### src/rtl/jam_seq.sv
// Assignment-problem sequencer: loads an 8x8 cost table from ROM, walks every subset DP relaxation.
// Optional build macro JAM_SEQ_SKIP_SET_EN: skip jobs already in the source mask instead of issuing them.
module jam_seq (
  input  logic       CLK,
  input  logic       RST,
  input  logic       start,
  output logic [2:0] W,
  output logic [2:0] J,
  input  logic [6:0] Cost,
  output logic       ld_we,
  output logic [5:0] ld_addr,
  output logic [6:0] ld_data,
  output logic       dp_clr,
  output logic       relax_req,
  output logic [7:0] relax_mask,
  output logic [2:0] relax_job,
  input  logic       relax_ack,
  input  logic [9:0] min_cost,
  input  logic [3:0] match_in,
  output logic [9:0] MinCost,
  output logic [3:0] MatchCount,
  output logic       Valid,
  output logic       busy
);

  typedef enum logic [2:0] {
    IDLE  = 3'd0,
    FETCH = 3'd1,
    DRAIN = 3'd2,
    CAL   = 3'd3,
    DONE  = 3'd4
  } state_t;

  state_t     state_r;
  logic       retire_s;
  logic       last_s;
  logic [2:0] nxt_job_s;
  logic [7:0] nxt_mask_s;
  logic       nxt_req_s;

  // Cost arrives one cycle after its address, alongside the registered ld_addr, so it passes straight through.
  assign ld_data = ld_we ? Cost : 7'd0;

  // Next relax command and retirement of the current one; a skipped job retires without a handshake.
  always_comb begin
    retire_s   = relax_req ? relax_ack : 1'b1;
    last_s     = (relax_mask == 8'd254) && (relax_job == 3'd7);
    nxt_job_s  = relax_job + 3'd1;
    nxt_mask_s = (relax_job == 3'd7) ? (relax_mask + 8'd1) : relax_mask;
`ifdef JAM_SEQ_SKIP_SET_EN
    nxt_req_s  = ~nxt_mask_s[nxt_job_s];
`else
    nxt_req_s  = 1'b1;
`endif
  end

  // Control FSM with all outputs registered.
  always_ff @(posedge CLK or posedge RST) begin
    if (RST) begin
      state_r    <= IDLE;
      W          <= 3'd0;
      J          <= 3'd0;
      ld_we      <= 1'b0;
      ld_addr    <= 6'd0;
      dp_clr     <= 1'b0;
      relax_req  <= 1'b0;
      relax_mask <= 8'd0;
      relax_job  <= 3'd0;
      MinCost    <= 10'd0;
      MatchCount <= 4'd0;
      Valid      <= 1'b0;
      busy       <= 1'b0;
    end else begin
      dp_clr <= 1'b0;
      case (state_r)
        IDLE: begin
          ld_we     <= 1'b0;
          relax_req <= 1'b0;
          if (start) begin
            state_r <= FETCH;
            dp_clr  <= 1'b1;
            Valid   <= 1'b0;
            W       <= 3'd0;
            J       <= 3'd0;
            busy    <= 1'b1;
          end
        end
        FETCH: begin
          ld_we   <= 1'b1;
          ld_addr <= {W, J};
          if ({W, J} == 6'd63) begin
            state_r <= DRAIN;
          end else begin
            {W, J} <= {W, J} + 6'd1;
          end
        end
        DRAIN: begin
          ld_we      <= 1'b0;
          state_r    <= CAL;
          relax_req  <= 1'b1;
          relax_mask <= 8'd0;
          relax_job  <= 3'd0;
        end
        CAL: begin
          if (retire_s) begin
            if (last_s) begin
              relax_req <= 1'b0;
              state_r   <= DONE;
            end else begin
              relax_mask <= nxt_mask_s;
              relax_job  <= nxt_job_s;
              relax_req  <= nxt_req_s;
            end
          end
        end
        DONE: begin
          MinCost    <= min_cost;
          MatchCount <= match_in;
          Valid      <= 1'b1;
          busy       <= 1'b0;
          state_r    <= IDLE;
        end
        default: begin
          state_r   <= IDLE;
          ld_we     <= 1'b0;
          relax_req <= 1'b0;
          busy      <= 1'b0;
        end
      endcase
    end
  end

endmodule

### config.mk
export PLATFORM = sky130hd
export DESIGN_NAME = jam_seq
export DESIGN_NICKNAME = d
export VERILOG_FILES = /design/src/rtl/jam_seq.sv
export SDC_FILE = /design/constraint.sdc
export NUM_CORES = 1
export LEC_CHECK = 0
export CAP_MARGIN = 20
export CORE_AREA = 2 2 101 54
export DETAILED_ROUTE_END_ITERATION = 7
export DIE_AREA = 0 0 103 56
export GPL_TIMING_DRIVEN = 0
export HOLD_SLACK_MARGIN = 0.06
export PLACE_DENSITY = 0.78
export REMOVE_ABC_BUFFERS = 1
export SLEW_MARGIN = 15
export SYNTH_ARGS = -nofsm -noshare
export SYNTH_HDL_FRONTEND = slang
export SYNTH_SLANG_ARGS = --single-unit
### constraint.sdc
create_clock -name CLK -period 2.1 [get_ports CLK]
set_clock_uncertainty 0.1 [all_clocks]
set_input_delay 0.525 -clock CLK [delete_from_list [all_inputs] [get_ports CLK]]
set_output_delay 0.525 -clock CLK [all_outputs]
set_load 0.01 [all_outputs]
==> metrics.log <==
[metrics] count of maximum capacitance violations: 0
[metrics] global-route wire length before repair: 8204 um
[metrics] standard cell with the maximum stage delay on the critical path: sky130_fd_sc_hd__clkdlybuf4s50_1
[metrics] grt total ovfl: 0
[metrics] Max Root-Sink Buffers: 2
[metrics] deepest level of the CTS H-tree: 2
[metrics] power density of the placed cells: 668.9 nW/um^2
[metrics] die height: 56 um
[metrics] area of the core: 4820 um^2
[metrics] Slew Viols, Final: 0
[metrics] Worst Tran Pin Value: 0.8003 ns
[metrics] data arrival time of the critical path: 1.41 ns
[metrics] GP Congestion: 0.7844
[metrics] max-slew headroom at the worst pin: 46.59%
[metrics] Avg Cell Area, Syn: 11.20 um^2
[metrics] Cell Chain, Critical Path: clkdlybuf4s50_1
[metrics] required arrival time at the worst endpoint: 1.47 ns
[metrics] cell types occupying the most area after synthesis: sky130_fd_sc_hd__dfrtp_1, sky130_fd_sc_hd__mux2_2, sky130_fd_sc_hd__nand3_1
[metrics] Synth warnings: 0
[metrics] Pre-Repair DR Iteration Count: 6
[metrics] proportion of total power due to net switching: 26.42%
[metrics] ratio of cells with drive above 1 in the final layout: 14.23%
[metrics] primary flip-flop cell chosen by synthesis mapping: sky130_fd_sc_hd__dfrtp_1
[metrics] min cycle time layout: 2.032 ns
[metrics] Detailed Route Iter0 Violations: 120
[metrics] sequential power share: 47.8%
[metrics] register area share after synthesis: 52.63%
[metrics] width of the die: 103 um
[metrics] Max Clk Rate: 492.1 MHz
[metrics] clk_lat worst skew: 0.31 ns
[metrics] area leader, netlist: sky130_fd_sc_hd__dfrtp_1
[metrics] Netlist Area Pre-Place: 2140 um^2
[metrics] class of the tightest hold or removal check: flop to flop
[metrics] worst ir drop on vdd: 0.3220 mV
[metrics] worst-path fanout max: 10
[metrics] largest net degree at the start of global routing: 27
[metrics] initial antenna violation count: 0
[metrics] sum of internal, switching and leakage power: 2057 uW
[metrics] Area growth, synth to finish: 43.74%
[metrics] fill cell count: 401
[metrics] power share of the clock group: 33.9%
[metrics] endpoint kind of the worst setup timing path: primary output
[metrics] clock sink count: 45
[metrics] Critical Path Start Type: flop
[metrics] post-route antenna net violation count: 0
[metrics] Yosys cell types: 38
[metrics] leakage component of the power: 0.001412 uW
[metrics] total routing usage reported by global routing: 18.22%
[metrics] via density per instance: 5.154
[metrics] Stages on worst setup path: 1
[metrics] switching power summed over all nets: 543.5 uW
[metrics] Routed WL per cell: 14.16 um
[metrics] n_diodes: 0
[metrics] number of enable flip-flop cells after synthesis: 0
[metrics] depth of the worst register-to-register path: 6
[metrics] Final Core Density: 63.81%
[metrics] vias after detailed routing: 1737
[metrics] Post-Syn Instances: 191
[metrics] area share of the leading cell type in the synthesized netlist: 52.63%
[metrics] storage element area: 1127 um^2
[metrics] TritonCTS Buffers: 5
[metrics] TritonCTS clock tree: built
[metrics] RSZ-0062 raised after global routing: no
[metrics] hold violation count in the final report: 0
[metrics] net total in the final layout: 296
[metrics] DRC violations left: 0
[metrics] post-DP HPWL: 3435 um
[metrics] instance count along the most critical hold path: 1
[metrics] synthesized flop and latch total: 45
[metrics] via count of the first global-routing pass: 1678
[metrics] effective utilization at floorplan: 44.39%
[metrics] cell class contributing the biggest share of worst-path delay: buffers and inverters
[metrics] relative contribution of combinational cells to total power: 18.3%
[metrics] final setup fails: 0
[metrics] DRT Wirelength: 4772 um
[metrics] Port Buf Inserts: 73
[metrics] DIE AREA: 5768 um^2
[metrics] run status: finished clean
[metrics] clock transition time at the flip-flop clock pins of the worst setup and hold paths: 0.09 ns
[metrics] share of the clock period used by the worst path after layout: 96.77%
[metrics] area of the multi-input gates: 949.7 um^2
[metrics] FFs w/ async S/R, synth: 100.0%
[metrics] number of top-level pins: 74
[metrics] root buffer cell: sky130_fd_sc_hd__clkbuf_8
[metrics] path type of the worst setup path: flop to primary output
[metrics] internal power component: 1514 uW
[metrics] cell row count: 18
[metrics] critical path's largest stage delay: 0.60 ns
[metrics] CP bufs+invs: 1
## power by group through the flow
stage	Clock, uW	Sequential, uW	Combinational [uW]
finish	698	984	376
floorplan	0	1010	163
detailed placement	0	1000	376
global route	746	996	415
CTS	710	984	378
global placement	0	997	364
## layout by cell type, fill, tap and decap left out, types with 2 or more instances in the layout
| cell | instances |
|---|---|
| sky130_fd_sc_hd__clkdlybuf4s50_1 | 66 |
| sky130_fd_sc_hd__dfrtp_1 | 44 |
| sky130_fd_sc_hd__mux2_2 | 20 |
| sky130_fd_sc_hd__nand3_1 | 13 |
| sky130_fd_sc_hd__nand2_1 | 12 |
| sky130_fd_sc_hd__o21ai_0 | 11 |
| sky130_fd_sc_hd__a31oi_1 | 10 |
| sky130_fd_sc_hd__inv_1 | 8 |
| sky130_fd_sc_hd__and2_1 | 8 |
| sky130_fd_sc_hd__a21oi_1 | 7 |
| sky130_fd_sc_hd__dlygate4sd2_1 | 7 |
| sky130_fd_sc_hd__clkbuf_8 | 6 |
| sky130_fd_sc_hd__nand2b_1 | 5 |
| sky130_fd_sc_hd__nor2_1 | 5 |
| sky130_fd_sc_hd__ha_1 | 5 |
| sky130_fd_sc_hd__nand4_1 | 3 |
| sky130_fd_sc_hd__and3_1 | 3 |
| sky130_fd_sc_hd__nor3b_4 | 2 |
| sky130_fd_sc_hd__and4_1 | 2 |
| sky130_fd_sc_hd__and2b_1 | 2 |
| sky130_fd_sc_hd__a41oi_1 | 2 |
| sky130_fd_sc_hd__o22ai_1 | 2 |
| sky130_fd_sc_hd__a21o_1 | 2 |
| sky130_fd_sc_hd__buf_4 | 2 |
## metal layers
metal	vias up	global-route usage, %	share of wire [%]
met5	-	0	0
met4	0	6.391	1.4
met3	7	5.151	4.0
met2	38	30.43	51
met1	852	22.52	43
li1	840	-	-
## final timing paths
kind / startpoint / endpoint / slack, ns
setup / recovery: relax_mask[2]$_DFFE_PP0P_ / relax_mask[2] / 0.07
hold / removal: Valid$_DFFE_PP0P_ / Valid$_DFFE_PP0P_ / 0.40
setup reg to reg: relax_job[0]$_DFFE_PP0P_ / relax_mask[4]$_DFFE_PP0P_ / 0.14
hold reg to reg: Valid$_DFFE_PP0P_ / Valid$_DFFE_PP0P_ / 0.40
max in group asynchronous: RST / state_r[0]$_DFFE_PP0P_ / 0.97
min in group asynchronous: RST / relax_mask[5]$_DFFE_PP0P_ / 0.44
## cells by family (layout without fill, tap and decap cells)
group | Yosys count | after routing | synth area share, %
flip-flops | 45 | 45 | 52.63
adder cells (fa/ha/maj) | 5 | 5 | 2.924
multiplexers | 21 | 21 | 10.99
buffers and inverters | 17 | 93 | 3.567
AO/OA/AOI/OAI | 42 | 42 | 12.75
AND/OR/NAND/NOR | 60 | 60 | 16.72
XOR/XNOR | 1 | 1 | 0.4094
## per-stage QoR
stage / worst slack, ns / TNS (ns) / hold slack [ns] / std cells / cell area [um^2]
2_1_floorplan: 0.09604 / 0 / 0.4185 / 183 / 2097
3_3_place_gp: -0.4759 / -24.02 / 0.3658 / 326 / 2915
3_5_place_dp: -0.2690 / -3.046 / 0.3692 / 327 / 2935
4_1_cts: 0.007962 / 0 / 0.4094 / 335 / 3054
5_1_grt: 0.007388 / 0 / 0.4311 / 337 / 3075
6_report: 0.06790 / 0 / 0.4025 / 337 / 3075
## layout make-up
class / instances / share of cell area [%]
clock buffer: 6 / 2.685
clock inverter: 2 / 1.221
inverter: 9 / 1.098
multi-input combinational: 129 / 30.88
sequential: 45 / 36.66
tap: 70 / 2.848
timing repair buffer: 76 / 24.61
## cells in the mapped netlist, types with 3 or more instances
| cell type | number |
|---|---|
| sky130_fd_sc_hd__and2_1 | 8 |
| sky130_fd_sc_hd__dfrtp_1 | 45 |
| sky130_fd_sc_hd__nand2b_1 | 5 |
| sky130_fd_sc_hd__o21ai_0 | 11 |
| sky130_fd_sc_hd__o22ai_1 | 3 |
| sky130_fd_sc_hd__nand2_1 | 12 |
| sky130_fd_sc_hd__nor2_1 | 5 |
| sky130_fd_sc_hd__ha_1 | 5 |
| sky130_fd_sc_hd__nand3_1 | 13 |
| sky130_fd_sc_hd__inv_1 | 9 |
| sky130_fd_sc_hd__and3_1 | 3 |
| sky130_fd_sc_hd__nand4_1 | 3 |
| sky130_fd_sc_hd__buf_2 | 4 |
| sky130_fd_sc_hd__a31oi_1 | 10 |
| sky130_fd_sc_hd__a21oi_1 | 7 |
| sky130_fd_sc_hd__mux2_2 | 20 |
## state kept, by name, summed over array words and instances (netlist names)
register,flops
relax_req,1
dp_clr,1
Valid,1
busy,1
J,3
ld_addr,6
relax_mask,8
MinCost,10
relax_job,3
MatchCount,4
W,3
ld_we,1
state_r,3
## repair_timing
action,CTS,global route
pin swaps,0,2
hold buffers,0,0
buffers inserted,0,2
setup endpoints to repair,13,12
resized for setup,9,1
Note: power is estimated with default switching activity, not from simulation.
